--- config.mk ---
export PLATFORM = sky130hd
export DESIGN_NAME = fetch_stage
export DESIGN_NICKNAME = d
export VERILOG_FILES = /design/src/rtl/fetch_stage.sv
export SDC_FILE = /design/constraint.sdc
export NUM_CORES = 1
export LEC_CHECK = 0
export BUFFER_PORTS_ARGS = -buffer_cell sky130_fd_sc_hd__buf_2
export CORE_MARGIN = 1
export CORE_UTILIZATION = 56
export CTS_BUF_LIST = sky130_fd_sc_hd__clkbuf_4 sky130_fd_sc_hd__clkbuf_8
export DETAILED_ROUTE_END_ITERATION = 7
export PLACE_DENSITY = 0.83
export RECOVER_POWER = 100
export REMOVE_ABC_BUFFERS = 1
export SETUP_SLACK_MARGIN = 0.4
export SYNTH_ARGS = -nofsm -noshare
export SYNTH_HDL_FRONTEND = slang
export SYNTH_SLANG_ARGS = --single-unit
--- constraint.sdc ---
create_clock -name clk -period 6.63 [get_ports clk]
set_input_delay 0.9945 -clock clk [delete_from_list [all_inputs] [get_ports clk]]
set_output_delay 0.9945 -clock clk [all_outputs]
set_load 0.01 [all_outputs]
--- src/rtl/fetch_stage.sv ---
// fetch_stage -- RV32I instruction fetch stage.
//
// Holds the program counter and issues one instruction-memory request at a
// time. Each fetched word goes to decode through the IF/ID register together
// with its PC. Decode can stall the IF/ID register. Execute can redirect
// the PC for taken branches and jumps, which flushes IF/ID. A redirect also
// drops any response that belongs to the old path.
//
// Ports
//   clk             in   clock, rising edge
//   rst             in   asynchronous active-high reset
//   stall           in   decode cannot accept; IF/ID holds
//   redirect        in   taken branch/jump: load redirect_pc and flush
//   redirect_pc     in   redirect target (bits [1:0] forced to zero)
//   imem_req_valid  out  request valid
//   imem_req_ready  in   memory accepts the request this cycle
//   imem_addr       out  request address (always the PC register)
//   imem_resp_valid in   response data valid
//   imem_resp_data  in   fetched instruction word
//   if_valid        out  IF/ID holds a valid instruction
//   instruction     out  IF/ID instruction (NOP when invalid)
//   pc              out  PC of instruction
module fetch_stage #(
  parameter logic [31:0] RESET_PC = 32'h0000_0000
) (
  input  logic        clk,
  input  logic        rst,
  input  logic        stall,
  input  logic        redirect,
  input  logic [31:0] redirect_pc,
  output logic        imem_req_valid,
  input  logic        imem_req_ready,
  output logic [31:0] imem_addr,
  input  logic        imem_resp_valid,
  input  logic [31:0] imem_resp_data,
  output logic        if_valid,
  output logic [31:0] instruction,
  output logic [31:0] pc
);

  localparam logic [31:0] NOP = 32'h0000_0013;

  // st_req   : request presented, waiting for acceptance
  // st_wait  : request accepted, waiting for its response
  // st_hold  : response parked in the skid buffer while decode stalls
  // st_drain : a stale request is outstanding; swallow its response
  typedef enum logic [1:0] {
    st_req,
    st_wait,
    st_hold,
    st_drain
  } state_t;

  state_t      state_reg,      state_next;
  logic [31:0] pc_reg,         pc_next;
  logic        if_valid_reg,   if_valid_next;
  logic [31:0] if_instr_reg,   if_instr_next;
  logic [31:0] if_pc_reg,      if_pc_next;
  logic        skid_valid_reg, skid_valid_next;
  logic [31:0] skid_instr_reg, skid_instr_next;
  logic [31:0] skid_pc_reg,    skid_pc_next;

  logic [31:0] redirect_target;
  logic [31:0] pc_plus4;

  // Masking keeps every bit of redirect_pc in use while forcing word alignment.
  assign redirect_target = redirect_pc & 32'hFFFF_FFFC;
  assign pc_plus4        = pc_reg + 32'd4;

  // Reset gates the request directly, so valid drops as soon as rst rises,
  // before any clock edge.
  assign imem_req_valid = (state_reg == st_req) && !rst;
  assign imem_addr      = pc_reg;
  assign if_valid       = if_valid_reg;
  assign instruction    = if_instr_reg;
  assign pc             = if_pc_reg;

  always_ff @(posedge clk or posedge rst) begin
    if (rst) begin
      state_reg      <= st_req;
      pc_reg         <= RESET_PC;
      if_valid_reg   <= 1'b0;
      if_instr_reg   <= NOP;
      if_pc_reg      <= 32'h0000_0000;
      skid_valid_reg <= 1'b0;
      skid_instr_reg <= 32'h0000_0000;
      skid_pc_reg    <= 32'h0000_0000;
    end else begin
      state_reg      <= state_next;
      pc_reg         <= pc_next;
      if_valid_reg   <= if_valid_next;
      if_instr_reg   <= if_instr_next;
      if_pc_reg      <= if_pc_next;
      skid_valid_reg <= skid_valid_next;
      skid_instr_reg <= skid_instr_next;
      skid_pc_reg    <= skid_pc_next;
    end
  end

  always_comb begin
    state_next      = state_reg;
    pc_next         = pc_reg;
    if_valid_next   = if_valid_reg;
    if_instr_next   = if_instr_reg;
    if_pc_next      = if_pc_reg;
    skid_valid_next = skid_valid_reg;
    skid_instr_next = skid_instr_reg;
    skid_pc_next    = skid_pc_reg;

    // IF/ID register. A redirect flushes it even while decode stalls.
    // Otherwise it changes only when decode can accept. In that case it
    // takes a fresh response, then the skid buffer, else a bubble.
    if (redirect) begin
      if_valid_next = 1'b0;
      if_instr_next = NOP;
    end else if (!stall) begin
      if (state_reg == st_wait && imem_resp_valid) begin
        if_valid_next = 1'b1;
        if_instr_next = imem_resp_data;
        if_pc_next    = pc_reg;
      end else if (state_reg == st_hold && skid_valid_reg) begin
        if_valid_next = 1'b1;
        if_instr_next = skid_instr_reg;
        if_pc_next    = skid_pc_reg;
      end else begin
        if_valid_next = 1'b0;
        if_instr_next = NOP;
      end
    end

    // Sequencer and PC. The PC of an outstanding request stays in pc_reg
    // until its response is consumed. That makes pc_reg the PC of the
    // word being delivered.
    unique case (state_reg)
      st_req: begin
        if (redirect) begin
          pc_next = redirect_target;
          // The old address was accepted on this very edge. Its response
          // must be drained before the new target can be requested.
          state_next = imem_req_ready ? st_drain : st_req;
        end else if (imem_req_ready) begin
          state_next = st_wait;
        end
      end
      st_wait: begin
        if (redirect) begin
          pc_next    = redirect_target;
          state_next = imem_resp_valid ? st_req : st_drain;
        end else if (imem_resp_valid) begin
          if (!stall) begin
            pc_next    = pc_plus4;
            state_next = st_req;
          end else begin
            skid_valid_next = 1'b1;
            skid_instr_next = imem_resp_data;
            skid_pc_next    = pc_reg;
            state_next      = st_hold;
          end
        end
      end
      st_hold: begin
        if (redirect) begin
          pc_next         = redirect_target;
          skid_valid_next = 1'b0;
          state_next      = st_req;
        end else if (!stall) begin
          pc_next         = pc_plus4;
          skid_valid_next = 1'b0;
          state_next      = st_req;
        end
      end
      st_drain: begin
        if (redirect) begin
          pc_next = redirect_target;
        end
        if (imem_resp_valid) begin
          state_next = st_req;
        end
      end
      default: begin
        state_next = st_req;
      end
    endcase

    // The buffered word belongs to the flushed path, so drop it.
    if (redirect) begin
      skid_valid_next = 1'b0;
      skid_instr_next = 32'h0000_0000;
      skid_pc_next    = 32'h0000_0000;
    end
  end

endmodule

==> summary.txt, run 1 <==
Status - finished with violations
Failing checks - max-capacitance violations, max-slew violations
Largest delay share family, worst path - buffers and inverters
Post-route ant nets - 0
Via Count - 6,123
Post_cts resized - 0
Initial DRT Pass Iterations - 5
Most Frequent Cell on Critical Path - clkbuf_1
Total grt overflow - 0
Worst endpoint required time - 7020 ps
Number of max-cap violations - 5
First-pass GRT wire length - 28,200 um
Mapped Area - 7360 um2
Root Driver - clkbuf_8
Rows - 41
Layout cell share with drive strength beyond 1 - 0.141
Mux contribution to synthesized area - 0.0736
Core Region - 12,700 um2
Largest net degree at the start of global routing - 94
Vias in the first global route - 5,727
Die H - 117 um
Starting DRT DRC Count - 514
Critical path class - in -> reg
Cts hold-fix bufs - 0
Initial Util - 0.579
Warnings, synthesis - 0
Most used DFF post-synth - dfrtp_1
Tot GR Track Use - 0.272
# IOs - 168
Total Power Consumption - 3.14 mW
Slowest stage delay, CP - 1510 ps
Main combinational cell family by area after synthesis - compound AO/OA/AOI/OAI gates
Crit path time final - 4550 ps
Adder-Cell Fraction of Synth Area - 0.00850
Final Cycle Share - 0.686
Final Instance Area - 8510 um2
Seq cells post-synth - 160
Die Footprint - 13,600 um2
Gpl congestion - 0.852
Endpoint class of the critical path - register
Worst slew pin tran - 4050 ps
Sequential cell area fraction in the yosys report - 0.544
Max VDD drop - 0.229 mV
H-tree level count - 4
Number of distinct library cells after synthesis - 59
Fmax achieved - 220 MHz
Crit-path slowest cell - clkbuf_1
Clock tree buffer depth - 2
Hold Crit Class - reg -> reg
Xor/xnor share of the synthesized area - 0.00119
CTS Buf Count - 17
DP HPWL - 11,900 um
Detailed Route WL - 18,100 um
Wire length per cell - 17.7 um
Post-synth EDFFs - 0
Crit path DAT - 4930 ps
Buffer count from post-CTS setup fixing - 0
Unrepaired setup endpoints after global routing - no
Clock transition at the registers of the reported paths - 90 ps
Max transition margin - -1.72
Slew Limit Fails - 198
Total placed cells including tap cells - 990
Via density - 5.99
Non-filler cells, final - 1,023
Antenna violations before repair - 0
Synth async-reset ratio - 1.00
Final Hold Viols - 0
Final clock skew - 7.05 ps
Placed Area - 8250 um2
Crit-path max FO - 41
Worst-Skew Late Latency - 450 ps
Synthesized netlist cell count - 702
Area Growth Syn to Fin - 15.6%
Leak - 3.82 nW
DRC viols - 0
Startpoint types - input pin
Setup TNS - 0 ps
Final Core Density - 0.669
Die Wd - 117 um
Nets@finish - 912
Buffers on Ports - 163
CTS tree - built
Compound-Gate Fraction of Synth Area - 0.202
PD cells - 369 nW/um2
Crit-path cells - clkbuf_1 > a21oi_1 > clkbuf_1 > a22o_1
Final setup viols - 0
CP Buf/Inv Count - 2
Simple-Gate Fraction of Synth Area - 0.132
Avg Inst Size Synth - 10.5 um2
Clock sinks - 160
==> Yosys cell counts (all sizes together), types with 2 or more instances <==
cell     instances  area (um2)
a211oi           2        15.0
a21oi           34         170
a221oi           8        70.1
a22o            59         517
a22oi            6        45.0
a2bb2oi          3        26.3
a31oi            7        43.8
and2             4        26.3
and3             6        37.5
and4             2        17.5
buf             20         108
clkbuf          37         140
dfrtp          157        3930
dfstp            3        78.8
ha               5        62.6
inv              8        30.0
mux2i           53         531
nand2           91         342
nand2b           2        12.5
nand3           16        97.6
nand4           11         105
nor2            27         101
nor2b           12        75.1
nor3            13        70.1
nor3b            2        15.0
nor4             3        48.8
o21ai           75         375
o22a             3        26.3
o22ai           12        75.1
o2bb2a           2        20.0
o31ai            3        22.5
==> power by group <==
part	switching [mW]	total [mW]	internal [mW]	leakage (nW)
clock network	0.361	0.765	0.404	0.211
registers	0.253	1.42	1.17	2.12
logic	0.584	0.955	0.371	1.49
==> cells in the final DEF (no fill, tap or decap), types with 3 or more instances in the layout <==
cell,netlist,routed
dfrtp_1,157,157
clkbuf_1,36,101
nand2_1,91,91
o21ai_0,74,75
buf_2,11,64
a22o_1,59,59
mux2i_1,53,53
a21oi_1,34,34
nor2_1,27,27
clkbuf_8,0,20
nand3_1,14,14
nor3_1,12,12
o22ai_1,12,12
nor2b_1,12,11
nand4_1,8,8
a221oi_1,8,8
a31oi_1,7,7
inv_1,8,7
buf_4,3,7
a22oi_1,6,6
and3_1,6,6
ha_1,5,5
a2bb2oi_1,3,3
o22a_1,3,3
o31ai_1,3,3
clkinvlp_4,0,3
bufinv_16,0,3
clkinv_4,0,3
dfstp_2,3,3
==> path summary, 6_finish.rpt <==
path	slack [ps]	cells after the start	from	endpoint
min in group asynchronous	1750	2	rst	pc[28]
worst max register to register	2490	6	state_reg[1]	skid_instr_reg[25]
worst max-delay path	2080	4	redirect	skid_instr_reg[25]
worst min-delay path	480	2	pc[27]	pc[27]
worst min register to register	480	2	pc[27]	pc[27]
max in group asynchronous	2710	3	rst	pc[15]
==> through the flow <==
step,hold slack [ps],setup slack [ps]
2_1_floorplan,453,1320
3_3_place_gp,454,3390
6_report,484,2080
3_5_place_dp,465,3330
4_1_cts,485,3850
5_1_grt,515,1820
==> layer usage <==
layer  up-vias  track usage  share of wire
met5         -            0              0
met4         0        0.109          0.017
met3        33       0.0690          0.075
met2       259        0.439           0.47
met1      3015        0.354           0.44
li1       2816            -              -
==> worst register-to-register path: stages (launching register included) <==
cell,delay [ps]
dfrtp_1,420
inv_1,80
ha_1,250
and2_0,180
a21oi_1,1260
clkbuf_1,1510
a22o_1,370
==> cell type report <==
class	instances	area, um2
inverters	9	35.0
diodes	1	2.50
repair buffers	172	752
flip-flops and latches	160	4010
clock inverters	12	158
clock buffers	20	275
multi-input cells	477	3070
well taps	172	215
fillers	1071	4210
==> kinds of logic (layout without fill, tap and decap cells) <==
group	after synthesis	after routing
adders and majority gates	5	5
and+or+nand+nor	192	192
other	1	3
AOI/OAI and AO/OA	223	223
buffers and inverters	66	213
xor gates and xnor gates	1	1
muxes	54	54
DFF	160	160
Note: power is estimated with default switching activity, not from simulation.
==> inputs of run 2 (changes only) <==
clock period = 4.19 ns   (was 6.63 ns; I/O delays follow)
==> run 2 against run 1 <==
Effect of this change:
- the run still ends with max-capacitance violations, max-slew violations left
- non-clock buffer count is 4 higher
- utilization is essentially flat
- global-route usage rose by 0.63 points
- flip-flop and latch count unchanged
- power increased by 58%
- die area is the same
- via count rose by 0.52%
- critical endpoint is now skid_instr_reg[22]
==> summary.txt, run 2 (same netlist as run 1, synthesis figures left out) <==
Final clock skew - 7.51 ps
Layout cell share with drive strength beyond 1 - 0.145
R2R setup slack - 800 ps
Number of max-cap violations - 4
Hold path depth - 3
Via Count - 6,155
Nets@finish - 916
Die Footprint - 13,600 um2
Final Hold Viols - 0
Crit-path slowest cell - a21oi_1
Via density - 6.00
Gpl congestion - 0.849
Total Power Consumption - 4.97 mW
Buffers on Ports - 163
Multi-input gate area - 3060 um2
Largest net degree at the start of global routing - 110
PD cells - 583 nW/um2
Metal3 WL - 1460 um
Final setup viols - 0
Commonest non-fill, non-tap cells in the layout - dfrtp_1 (157), clkbuf_1 (99), nand2_1 (91), o21ai_0 (74), buf_2 (67)
Worst-Skew Late Latency - 460 ps
Clock sinks - 160
DP HPWL - 12,300 um
Startpoint types - register
Clock transition at the registers of the reported paths - 80 ps
Area Growth Syn to Fin - 15.7%
Die H - 117 um
First-pass GRT wire length - 29,100 um
Root Driver - clkbuf_8
Post_cts resized - 0
Slowest stage delay, CP - 1180 ps
Post-route ant nets - 0
Rows - 41
Initial DRT Pass Iterations - 5
Wire length per cell - 18.2 um
Register-to-Register Path Depth - 6
Detailed Route WL - 18,700 um
CTS tree - built
Hold Crit Start - redirect_pc[23]
Status - finished with violations
H-tree level count - 4
Buffer count from post-CTS setup fixing - 0
Crit-path cells - inv_1 > ha_1 > and2_2 > a21oi_1 > clkbuf_2 > a22o_1
Initial Util - 0.579
Crit-path max FO - 29
Max layer used - met4
Fmax achieved - 295 MHz
Worst Setup SP - state_reg[1]
Diodes inserted - 0
Starting DRT DRC Count - 522
Hold Crit Class - in -> reg
Commonest non-fill, non-tap cell in the layout - dfrtp_1
M1 WL - 7970 um
Seq. cell area - 4010 um2
Critical R2R Launch - state_reg[1]
Worst endpoint required time - 4580 ps
Clock tree buffer depth - 2
Vias in the first global route - 5,860
Leak - 3.84 nW
Crit path time final - 3390 ps
# IOs - 168
Critical path class - reg -> reg
Tot GR Track Use - 0.278
Metal2 WL - 9030 um
Max transition margin - -0.530
Crit path DAT - 3790 ps
DRC viols - 0
Total grt overflow - 0
Unrepaired setup endpoints after global routing - no
Slew Limit Fails - 205
Cts hold-fix bufs - 0
Failing checks - max-capacitance violations, max-slew violations
Max VDD drop - 0.297 mV
CTS Buf Count - 17
Endpoint class of the critical path - register
Antenna violations before repair - 0
Worst slew pin tran - 2290 ps
Core Region - 12,700 um2
Die Wd - 117 um
Final Cycle Share - 0.810
Final Core Density - 0.669
FILL cells - 1,066
==> run 2: cell types whose count changed in the layout (fill, tap and decap cells not counted), moves of 2 or more <==
cell      before  now
buf_2         64   67
clkinv_2       2    5
clkbuf_1     101   99
buf_4          7    9
clkinv_4       3    0
==> run 2: where the power goes <==
group	leakage, nW	total (mW)	switching (mW)	internal (mW)
Clock	0.206	1.19	0.562	0.627
Sequential	2.12	2.25	0.400	1.85
Combinational	1.51	1.53	0.942	0.588
==> run 2: area by class of cell <==
cell class | count | area share
Timing Repair Buffer | 176 | 0.0915
Clock inverter | 11 | 0.0162
Multi-Input combinational cell | 477 | 0.360
Inverter | 9 | 0.00441
Clock buffer | 20 | 0.0323
Tap cell | 172 | 0.0253
Sequential cell | 160 | 0.471
==> run 2: worst max-delay path: cells and delay by family, from the launching register on <==
kind                       cells  cell delay [ps]
AOI/OAI and AO/OA              2             1440
buffers and inverters          2              800
DFF                            1              420
and+or+nand+nor                1              410
adders and majority gates      1              250
==> run 2: per-layer routing <==
layer | vias up | global-route usage
li1 | 2828 | -
met1 | 3020 | 0.359
met2 | 278 | 0.452
met3 | 29 | 0.0830
met4 | 0 | 0.0920
met5 | - | 0
==> run 2: final timing paths <==
path	endpoint
max reg2reg	skid_instr_reg[22]
max	skid_instr_reg[22]
min in group asynchronous	pc[30]
min reg2reg	instruction[8]
min	imem_addr[23]
max in group asynchronous	skid_instr_reg[7]
==> run 2: through the flow <==
stage / cells / setup WS [ps] / TNS, ps / hold slack, ps / instance area [um2]
after detailed placement: 994 / 1240 / 0 / 465 / 8280
after global routing: 1025 / 615 / 0 / 358 / 8520
after global placement: 994 / 1360 / 0 / 456 / 8280
final: 1025 / 797 / 0 / 367 / 8520
after CTS: 1025 / 1410 / 0 / 350 / 8690
after floorplan: 646 / -753 / -128900 / 453 / 7120
==> inputs of run 3 (changes only) <==
ABC_AREA = 1   (was unset)
CORE_UTILIZATION = 51   (was 56)
PLACE_DENSITY = 0.79   (was 0.83)
clock period = 3.1 ns   (was 4.19 ns; I/O delays follow)
==> run 3 against run 2 <==
Effect of this change:
- sequential share of layout area fell by 2.6 points
- cell count grew 28%
- die area increased by 17%
- fmax up 38%
- power up 50%
- routed wire length grew 4.8%
- non-clock buffer count is 3 higher
- largest power group unchanged
- largest cell class unchanged
- the run still ends with max-capacitance violations, max-slew violations left
- sequential power up 43%
- global-route usage fell by 2.5 points
- flip-flop and latch count is the same
- critical endpoint is now imem_addr[12]
- clock-buffer cell count decreased by 3
- first-iteration DRC count decreased by 13%
==> summary.txt, run 3 <==
Tot GR Track Use - 0.254
Worst-case hold slack - 243 ps
DP Worst Slack - 906 ps
Initial DRT Pass Iterations - 6
Buffer count from post-CTS setup fixing - 0
Seq. cell area - 4010 um2
H-tree level count - 4
Clock tree buffer depth - 2
Crit-path max FO - 22
Power share of the sequential group - 0.431
Worst slew pin tran - 1640 ps
P_int - 4.27 mW
Initial Util - 0.531
Multi-input gate area - 3100 um2
Area leader, netlist - dfrtp_1
PD cells - 827 nW/um2
Max transition margin - -0.0956
DRC viols - 0
Nets@finish - 1,195
Die Wd - 126 um
Startpoint types - register
Setup ws final - 641 ps
Critical path class - reg -> reg
Clock transition at the registers of the reported paths - 100 ps
Core Region - 14,800 um2
Mapped Area - 7840 um2
Unrepaired setup endpoints after global routing - no
Final Instance Area - 9020 um2
Crit path DAT - 2810 ps
Seq cells post-synth - 160
Final setup viols - 0
Commonest non-fill, non-tap cells in the layout - nand2_1 (237), dfrtp_1 (157), inv_1 (116), clkbuf_1 (101), nor2_1 (97)
Total Power Consumption - 7.46 mW
Layout cell share with drive strength beyond 1 - 0.106
Worst endpoint required time - 3450 ps
Max VDD drop - 0.635 mV
Slew Limit Fails - 74
Avg Inst Size Synth - 8.01 um2
Die Footprint - 15,900 um2
Area Growth Syn to Fin - 15.0%
Starting DRT DRC Count - 453
Commonest non-fill, non-tap cell in the layout - nand2_1
Root Driver - clkbuf_8
CTS Buf Count - 17
Buffers on Ports - 163
Top-count cell post-synth - nand2_1
Post_cts resized - 0
Vias in the first global route - 6,490
Post-synth top area share - 0.501
Top Usage Layer GRT - met2
M1 GR Usage - 0.340
Synth top cells by count - nand2_1 (237), dfrtp_1 (157), inv_1 (114)
# IOs - 168
Crit path time final - 2460 ps
Number of distinct library cells after synthesis - 40
Status - finished with violations
Endpoint class of the critical path - register
Fmax achieved - 407 MHz
Final Cycle Share - 0.793
Logic gate share of total power - 0.361
DP HPWL - 13,200 um
Synth async-reset ratio - 1.00
Leak - 4.10 nW
Detailed Route WL - 19,600 um
Synthesized netlist cell count - 979
Worst-Skew Late Latency - 460 ps
Post-synth EDFFs - 0
Largest cells by area after synthesis - dfrtp_1 (50%), nand2_1 (11%), o21ai_0 (5.8%)
Diodes inserted - 0
Final clock skew - 13.4 ps
Gpl congestion - 0.889
First-pass GRT wire length - 32,200 um
Clock sinks - 160
Rows - 44
CTS tree - built
Number of max-cap violations - 1
Most used DFF post-synth - dfrtp_1
Final Hold Viols - 0
Sequential cell area fraction in the yosys report - 0.511
Placed Area - 8770 um2
Die H - 126 um
Wire length per cell - 14.9 um
Antenna violations before repair - 0
Failing checks - max-capacitance violations, max-slew violations
Via density - 5.39
Total grt overflow - 0
GRT met3 Usage - 0.0675
Sw frac - 0.427
Sw power - 3.19 mW
Hold Crit Class - in -> reg
Largest net degree at the start of global routing - 75
Post-route ant nets - 0
Cts hold-fix bufs - 0
Final Core Density - 0.611
Via Count - 7,096
FILL cells - 1,380
Warnings, synthesis - 0
Met2 usage - 0.409
Clk pwr share - 0.208
[run 3: cell count changes after synthesis, moves of 24 or more]
cell | before | now
a22o_1 | 59 | 13
a31oi_1 | 7 | 35
inv_1 | 8 | 114
mux2i_1 | 53 | 1
nand2_1 | 91 | 237
nand3_1 | 14 | 51
nor2_1 | 27 | 97
o22ai_1 | 12 | 36
[run 3: per-stage QoR]
stage / TNS [ps] / instances
after floorplan: -278500 / 922
after global placement: 0 / 1285
after detailed placement: 0 / 1285
final: 0 / 1316
after global routing: 0 / 1316
after CTS: 0 / 1316
[run 3: final timing paths]
check                              startpoint                 end  slack, ps  cells after the start
max                              state_reg[0]       imem_addr[12]        640                      9
max reg2reg                      state_reg[0]       imem_addr[12]        640                      9
min in group asynchronous                 rst   skid_instr_reg[8]        460                      2
min                        imem_resp_data[20]  skid_instr_reg[20]        240                      3
max in group asynchronous                 rst  skid_instr_reg[31]        900                      3
min reg2reg                    instruction[7]      instruction[7]        490                      2
[run 3: kinds of logic after synthesis]
logic type	count (synthesis)	synth area share
adders and majority gates	5	0.00798
DFF	160	0.511
other	1	0.000478
and+or+nand+nor	399	0.208
AOI/OAI and AO/OA	234	0.176
buffers and inverters	178	0.0945
xor gates and xnor gates	1	0.00112
muxes	1	0.00128
[run 3: power by group through the flow]
stage	Clock (mW)	Combinational (mW)	Sequential [mW]
after floorplan	0	1.60	3.31
after global placement	0	2.77	3.21
after detailed placement	0	2.83	3.23
after CTS	1.58	2.84	3.19
after global routing	1.67	3.04	3.30
final	1.55	2.70	3.21
[run 3: cell type report]
| cell class | instances | area share |
|---|---|---|
| sequential | 160 | 0.444 |
| timing repair buffer | 179 | 0.0920 |
| tap | 184 | 0.0255 |
| clock buffer | 17 | 0.0259 |
| multi-input combinational | 642 | 0.344 |
| clock inverter | 14 | 0.0178 |
| inverter | 120 | 0.0504 |
[run 3: routing by layer]
metal / vias to the layer above / share of wire / routed length (um)
li1: 3504 / - / -
met1: 3337 / 0.45 / 8890
met2: 236 / 0.47 / 9120
met3: 19 / 0.071 / 1400
met4: 0 / 0.010 / 197
met5: - / 0 / 0
[run 3: critical path, stage by stage (launching register included)]
cell and delay (ps):
dfrtp_1 380, inv_1 90, ha_1 290, inv_1 150, o21ai_0 100, nand2_1 100
clkbuf_1 870, a21oi_1 120, o21ai_0 200, inv_1 50
